==> config.mk <==
export PLATFORM = sky130hd
export DESIGN_NAME = qvalue_update_flat
export DESIGN_NICKNAME = d
export VERILOG_FILES = /design/src/rtl/qvalue_update_if.sv /design/src/rtl/qvalue_update.sv /design/src/flat_wrapper.sv
export SDC_FILE = /design/constraint.sdc
export NUM_CORES = 1
export LEC_CHECK = 0
export CORE_MARGIN = 2
export CORE_UTILIZATION = 50
export CTS_CLUSTER_DIAMETER = 120
export DETAILED_ROUTE_END_ITERATION = 12
export GPL_TIMING_DRIVEN = 0
export HOLD_SLACK_MARGIN = 0.12
export PLACE_DENSITY_LB_ADDON = 0.15
export SKIP_CTS_REPAIR_TIMING = 1
export SLEW_MARGIN = 20
export SYNTH_ARGS = -nofsm -noshare
export SYNTH_HDL_FRONTEND = slang
export SYNTH_SLANG_ARGS = --single-unit
==> constraint.sdc <==
create_clock -name clock -period 5.9 [get_ports clock]
set_clock_uncertainty 0.2 [all_clocks]
set_input_delay 1.18 -clock clock [delete_from_list [all_inputs] [get_ports clock]]
set_output_delay 1.18 -clock clock [all_outputs]
set_load 0.03 [all_outputs]
==> src/rtl/qvalue_update_if.sv <==
// Memory port of qvalue_update: byte-addressed bus of 16-bit words.
interface qvalue_update_if;
  logic [15:0] address;
  logic        wr_en;
  logic [15:0] data_in;
  logic [15:0] data_out;

  modport master (output address, output wr_en, output data_out, input data_in);
  modport slave  (input address, input wr_en, input data_out, output data_in);
endinterface

==> src/rtl/qvalue_update.sv <==
// One-shot Q-value update: find the chosen hop in the neighbor table, move its Q toward the reward.
// Optional macro UPDATE_BATTERY_EN adds a WR_BAT state that also stores the hop's battery status.
module qvalue_update #(
  parameter int ALPHA_SHIFT   = 2,
  parameter int MAX_NEIGHBORS = 64
) (
  input  logic                  clock,
  input  logic                  rst,
  input  logic                  en,
  input  logic                  start,
  input  logic [15:0]           action,
  input  logic [15:0]           rwd,
  input  logic [15:0]           fbatteryStat,
  qvalue_update_if.master       mem,
  output logic                  found,
  output logic [15:0]           q_new,
  output logic                  done
);

  typedef enum logic [3:0] {
    IDLE      = 4'd0,
    RD_CNT    = 4'd1,
    LATCH_CNT = 4'd2,
    RD_ID     = 4'd3,
    CMP_ID    = 4'd4,
    RD_Q      = 4'd5,
    CALC      = 4'd6,
    WR_Q      = 4'd7,
`ifdef UPDATE_BATTERY_EN
    WR_BAT    = 4'd8,
`endif
    DONE      = 4'd9
  } state_t;

  localparam logic [15:0] CNT_ADDR = 16'h068A;
  localparam logic [15:0] ID_BASE  = 16'h0048;
  localparam logic [15:0] Q_BASE   = 16'h01C8;
`ifdef UPDATE_BATTERY_EN
  localparam logic [15:0] BAT_BASE = 16'h0148;
`endif
  localparam logic [15:0] MAX_N    = 16'(MAX_NEIGHBORS);

  // Q moves toward the reward by a 2^-ALPHA_SHIFT fraction; the result stays between Q and rwd.
  function automatic logic [15:0] q_calc(input logic [15:0] q, input logic [15:0] r);
    logic [15:0] diff;
    if (r >= q) begin
      diff   = r - q;
      q_calc = q + (diff >> ALPHA_SHIFT);
    end else begin
      diff   = q - r;
      q_calc = q - (diff >> ALPHA_SHIFT);
    end
  endfunction

  state_t      state, state_nxt;
  logic [15:0] i_r, i_nxt;
  logic [15:0] cnt_r, cnt_nxt;
  logic        found_r, found_nxt;
  logic [15:0] q_new_r, q_new_nxt;
  logic [15:0] addr_r, addr_nxt;
  logic [15:0] dout_r, dout_nxt;
  logic        wr_r, wr_nxt;
  logic        done_r, done_nxt;
  logic [15:0] action_r, action_nxt;
  logic [15:0] rwd_r, rwd_nxt;
`ifdef UPDATE_BATTERY_EN
  logic [15:0] bat_r, bat_nxt;
`endif
  logic [15:0] cnt_clamp;
  logic        id_hit;

  assign cnt_clamp = (mem.data_in > MAX_N) ? MAX_N : mem.data_in;
  assign id_hit    = (mem.data_in == action_r);

  // State register.
  always_ff @(posedge clock or posedge rst) begin
    if (rst) begin
      state <= IDLE;
    end else begin
      state <= state_nxt;
    end
  end

  // Next-state decision; en low freezes the FSM.
  always_comb begin
    state_nxt = state;
    if (en) begin
      case (state)
        IDLE:      if (start && !done_r) state_nxt = RD_CNT; else state_nxt = IDLE;
        RD_CNT:    state_nxt = LATCH_CNT;
        LATCH_CNT: if (cnt_clamp == 16'd0) state_nxt = DONE; else state_nxt = RD_ID;
        RD_ID:     state_nxt = CMP_ID;
        CMP_ID: begin
          if (id_hit)                    state_nxt = RD_Q;
          else if (i_r + 16'd1 < cnt_r)  state_nxt = RD_ID;
          else                           state_nxt = DONE;
        end
        RD_Q:      state_nxt = CALC;
        CALC:      state_nxt = WR_Q;
`ifdef UPDATE_BATTERY_EN
        WR_Q:      state_nxt = WR_BAT;
        WR_BAT:    state_nxt = DONE;
`else
        WR_Q:      state_nxt = DONE;
`endif
        DONE:      state_nxt = DONE;
        default:   state_nxt = IDLE;
      endcase
    end else begin
      state_nxt = state;
    end
  end

  // Datapath and output next values; bus outputs follow the state being entered.
  always_comb begin
    i_nxt      = i_r;
    cnt_nxt    = cnt_r;
    found_nxt  = found_r;
    q_new_nxt  = q_new_r;
    dout_nxt   = dout_r;
    action_nxt = action_r;
    rwd_nxt    = rwd_r;
`ifdef UPDATE_BATTERY_EN
    bat_nxt    = bat_r;
`endif
    addr_nxt   = 16'h0000;
    wr_nxt     = 1'b0;
    if (en) begin
      case (state)
        IDLE: begin
          if (state_nxt == RD_CNT) begin
            action_nxt = action;
            rwd_nxt    = rwd;
`ifdef UPDATE_BATTERY_EN
            bat_nxt    = fbatteryStat;
`endif
          end else begin
            action_nxt = action_r;
          end
        end
        LATCH_CNT: begin
          cnt_nxt = cnt_clamp;
          i_nxt   = 16'd0;
        end
        CMP_ID: begin
          if (id_hit)                    found_nxt = 1'b1;
          else if (state_nxt == RD_ID)   i_nxt = i_r + 16'd1;
          else                           i_nxt = i_r;
        end
        CALC: begin
          q_new_nxt = q_calc(mem.data_in, rwd_r);
          dout_nxt  = q_new_nxt;
        end
`ifdef UPDATE_BATTERY_EN
        WR_Q:    dout_nxt = bat_r;
`endif
        default: dout_nxt = dout_r;
      endcase
    end else begin
      i_nxt = i_r;
    end
    case (state_nxt)
      RD_CNT, LATCH_CNT: addr_nxt = CNT_ADDR;
      RD_ID, CMP_ID:     addr_nxt = ID_BASE + (i_nxt << 1);
      RD_Q, CALC:        addr_nxt = Q_BASE + (i_nxt << 1);
      WR_Q: begin
        addr_nxt = Q_BASE + (i_nxt << 1);
        wr_nxt   = 1'b1;
      end
`ifdef UPDATE_BATTERY_EN
      WR_BAT: begin
        addr_nxt = BAT_BASE + (i_nxt << 1);
        wr_nxt   = 1'b1;
      end
`endif
      default: begin
        addr_nxt = 16'h0000;
        wr_nxt   = 1'b0;
      end
    endcase
    done_nxt = done_r | (state_nxt == DONE);
  end

  // Datapath and output registers.
  always_ff @(posedge clock or posedge rst) begin
    if (rst) begin
      i_r      <= 16'd0;
      cnt_r    <= 16'd0;
      found_r  <= 1'b0;
      q_new_r  <= 16'd0;
      addr_r   <= 16'd0;
      dout_r   <= 16'd0;
      wr_r     <= 1'b0;
      done_r   <= 1'b0;
      action_r <= 16'd0;
      rwd_r    <= 16'd0;
`ifdef UPDATE_BATTERY_EN
      bat_r    <= 16'd0;
`endif
    end else begin
      i_r      <= i_nxt;
      cnt_r    <= cnt_nxt;
      found_r  <= found_nxt;
      q_new_r  <= q_new_nxt;
      addr_r   <= addr_nxt;
      dout_r   <= dout_nxt;
      wr_r     <= wr_nxt;
      done_r   <= done_nxt;
      action_r <= action_nxt;
      rwd_r    <= rwd_nxt;
`ifdef UPDATE_BATTERY_EN
      bat_r    <= bat_nxt;
`endif
    end
  end

  // A held write strobe is masked while en is low so each write lands exactly once.
  assign mem.wr_en    = wr_r & en;
  assign mem.address  = addr_r;
  assign mem.data_out = dout_r;
  assign found        = found_r;
  assign q_new        = q_new_r;
  assign done         = done_r;

endmodule

==> src/flat_wrapper.sv <==
// flat-port wrapper written by rule: the top's interface ports become plain ports
module qvalue_update_flat 
#(
  parameter int ALPHA_SHIFT   = 2,
  parameter int MAX_NEIGHBORS = 64
)
  (clock, rst, en, start, action, rwd, fbatteryStat, found, q_new, done, mem_address, mem_wr_en, mem_data_out, mem_data_in);
  qvalue_update_if mem_i ();
  input  logic clock;
  input  logic rst;
  input  logic en;
  input  logic start;
  input  logic [15:0] action;
  input  logic [15:0] rwd;
  input  logic [15:0] fbatteryStat;
  output logic found;
  output logic [15:0] q_new;
  output logic done;
  output wire logic [$bits(mem_i.address)-1:0] mem_address;
  output wire logic [$bits(mem_i.wr_en)-1:0] mem_wr_en;
  output wire logic [$bits(mem_i.data_out)-1:0] mem_data_out;
  input wire logic [$bits(mem_i.data_in)-1:0] mem_data_in;
  assign mem_address = mem_i.address;
  assign mem_wr_en = mem_i.wr_en;
  assign mem_data_out = mem_i.data_out;
  assign mem_i.data_in = mem_data_in;
  qvalue_update #(.ALPHA_SHIFT(ALPHA_SHIFT), .MAX_NEIGHBORS(MAX_NEIGHBORS)) u_core (.clock(clock), .rst(rst), .en(en), .start(start), .action(action), .rwd(rwd), .fbatteryStat(fbatteryStat), .mem(mem_i), .found(found), .q_new(q_new), .done(done));
endmodule
==> key figures <==
Finish
  – # fillers: 1329
  – Layout Utilization: 64.9%
  – Layout cells sized above 1: 17.9%
  – Most common cell after layout, fill and taps aside: dfrtp_1
  – Register area: 2550 um2
  – N_diodes: 0
  – Area Overhead vs Synth: 26.8%
  – Multi-input logic area: 5070 um2
  – Most frequent cells in the layout: dfrtp_1, clkdlybuf4s50_1, inv_1, nand2_1, ha_1
  – Final nets: 1132

STA
  – Final setup viols: 0
  – Final Max Tran Viols: 0
  – Final period utilization: 99.1%
  – Rel. slew slack: 48.3%
  – Endpoints failing hold: 0
  – Setup TNS Final: 0 ns
  – Worst slew pin tran: 0.775 ns
  – F_max: 171 MHz
  – RSZ-0062 raised after global routing: true
  – Tmin final: 5.85 ns

Synthesis
  – Post-synth EDFFs: 0
  – Net Count, Synth: 1008
  – Post-synth top area cell: dfrtp_1
  – Ys Warns: 0
  – Mapped Avg Cell Area: 8.95 um2
  – Share of the synthesized area in the top cell type: 32.7%
  – Library cells used by synthesis: 78
  – Post-Synthesis Cells: 873
  – Ys flop type: dfrtp_1
  – Fraction of registers with async set/reset: 100%
  – Yosys reg bits: 102
  – Seq/Total Area, Yosys: 32.7%
  – Synth top area cells: dfrtp_1, ha_1, mux2_2, xor2_1, xnor2_1
  – Syn Std Cell Area: 7810 um2

Placement
  – Hpwl dp: 14.8 mm
  – Port bufs: 101
  – Routability congestion estimate: 0.928

Run status
  – Status: finished clean

CTS
  – H-tree depth: 3
  – CTS tree: done
  – Clk pin slew, worst setup/hold paths: 0.07 ns
  – CTS Buffer Depth: 2
  – Clk_lat worst skew: 0.37 ns
  – Root Driver: clkbuf_16
  – TritonCTS Buffers: 9
  – TritonCTS Sinks: 102

Floorplanning
  – Initial Util: 51.2%
  – Die width: 129 um
  – Die Y: 129 um
  – DIE AREA: 16600 um2
  – # rows: 45
  – I/O pins: 119
  – Core Area: 15300 um2

Min path
  – Hold_sp: u_core.found
  – Hold/Removal Path Class: reg -> reg

Critical path
  – Crit path top cell by count: a21oi_2
  – CP max FO: 8
  – Max stage delay cell, worst path: a2111oi_4
  – Req. time, crit path: 5.92 ns
  – Crit path kind: in -> reg
  – Element type at the critical path end: flip-flop
  – CP startpoint kind: primary input
  – CP Data Arrival Time: 5.87 ns
  – Reg2reg start: u_core.i_r[0]
  – CP max stage delay: 0.43 ns
  – Buf/Inv on CP: 4
  – Worst path top cell family by delay: compound AO/OA/AOI/OAI gates
  – Critical Path Start: mem_data_in[1]

Detailed routing
  – DR pass1 iterations: 5
  – Final WL: 20.0 mm
  – Initial DRC count: 480
  – Vias per cell: 5.59
  – Final antenna-violating net count: 0
  – DR vias: 6780
  – Residual DRC: 0
  – Wire per inst: 16.5 um

Global routing
  – Total GRT Usage: 24.1%
  – Initial antenna violation count: 0
  – Residual overflow from global routing: 0
  – First-pass GRT wire length: 31.5 mm
  – Largest net degree at the start of global routing: 58
  – Vias in the first global route: 6131

Power and ir drop
  – LEAKAGE: 4.56 nW
  – Max IR drop VDD: 0.270 mV
  – PwrDens: 505 nW/um2

Job
  – Max-cap viol count: 0
report_power, final:
group | switching, mW | internal [mW] | leakage, nW
combinational | 1.84 | 1.54 | 3.08
sequential | 0.144 | 0.882 | 1.34
clock | 0.294 | 0.298 | 0.147
path summary, 6_finish.rpt:
| check | end | slack [ns] | depth (start not counted) |
|---|---|---|---|
| setup / recovery | u_core.q_new[14] | 0.05 | 28 |
| max in group asynchronous | u_core.i_r[2] | 3.86 | 3 |
| setup reg to reg | u_core.mem.address[11] | 0.35 | 22 |
| hold reg to reg | u_core.found | 0.28 | 1 |
| min in group asynchronous | u_core.cnt_r[8] | 1.02 | 2 |
| hold / removal | u_core.found | 0.28 | 1 |
routing by layer:
metal  global-route usage (%)  wire [um]  vias to the layer above
met5                        0          0                        -
met4                     5.63        270                        0
met3                     4.45       1060                       18
met2                     33.8       8440                      199
met1                     38.2      10200                     3227
li1                         -          -                     3336
state kept, by name, indices dropped and copies added, names as in the netlist:
| register | cells |
|---|---|
| u_core.action_r | 16 |
| u_core.cnt_r | 16 |
| u_core.done | 1 |
| u_core.found | 1 |
| u_core.i_r | 16 |
| u_core.mem.address | 15 |
| u_core.q_new | 16 |
| u_core.rwd_r | 16 |
| u_core.state | 4 |
| u_core.wr_r | 1 |
layout make-up:
cell class,instances,area share (%)
Buffer,45,2.73
Clock buffer,9,2.28
Clock inverter,7,0.670
Inverter,74,2.91
Multi-Input combinational cell,646,51.2
Sequential cell,102,25.8
Tap cell,211,2.67
Timing Repair Buffer,119,11.7
synthesized netlist by cell type (19+ instances only):
master    instances
nand3_1          19
nor2_1           52
o21ai_0          41
a21oi_1          50
xor2_1           44
clkbuf_1         27
inv_1            74
nand2_1          60
dfrtp_1         102
mux2_2           36
ha_1             66
xnor2_1          33
cell families after synthesis:
group / Yosys count / share of synthesized area [%]
adder cells (fa/ha/maj): 67 / 10.8
XOR/XNOR: 77 / 8.64
AO/OA/AOI/OAI: 214 / 18.7
multiplexers: 41 / 5.85
AND/OR/NAND/NOR: 246 / 16.4
flip-flops: 102 / 32.7
buffers and inverters: 125 / 6.89
other: 1 / 0.0480
stage by stage:
step | instances | cell area, um2 | hold WS (ns) | total power [mW] | setup slack, ns
floorplan | 873 | 7850 | 0.273 | 3.34 | 0.000960
global placement | 1185 | 9120 | 0.259 | 4.06 | -1.76
detailed placement | 1186 | 9160 | 0.262 | 4.10 | -1.80
CTS | 1202 | 9450 | 0.281 | 4.71 | -1.44
global route | 1213 | 9900 | 0.295 | 5.38 | -0.177
finish | 1213 | 9900 | 0.277 | 5.00 | 0.0530
worst register-to-register path, delay by kind of cell, from the launching register on:
| family | cells | cell delay (ns) |
|---|---|---|
| AOI/OAI and AO/OA | 5 | 1.36 |
| xor gates and xnor gates | 1 | 0.25 |
| adders and majority gates | 3 | 0.73 |
| buffers and inverters | 3 | 0.46 |
| DFF | 1 | 0.41 |
| and+or+nand+nor | 10 | 2.05 |
(Power assumes the default switching activity.)
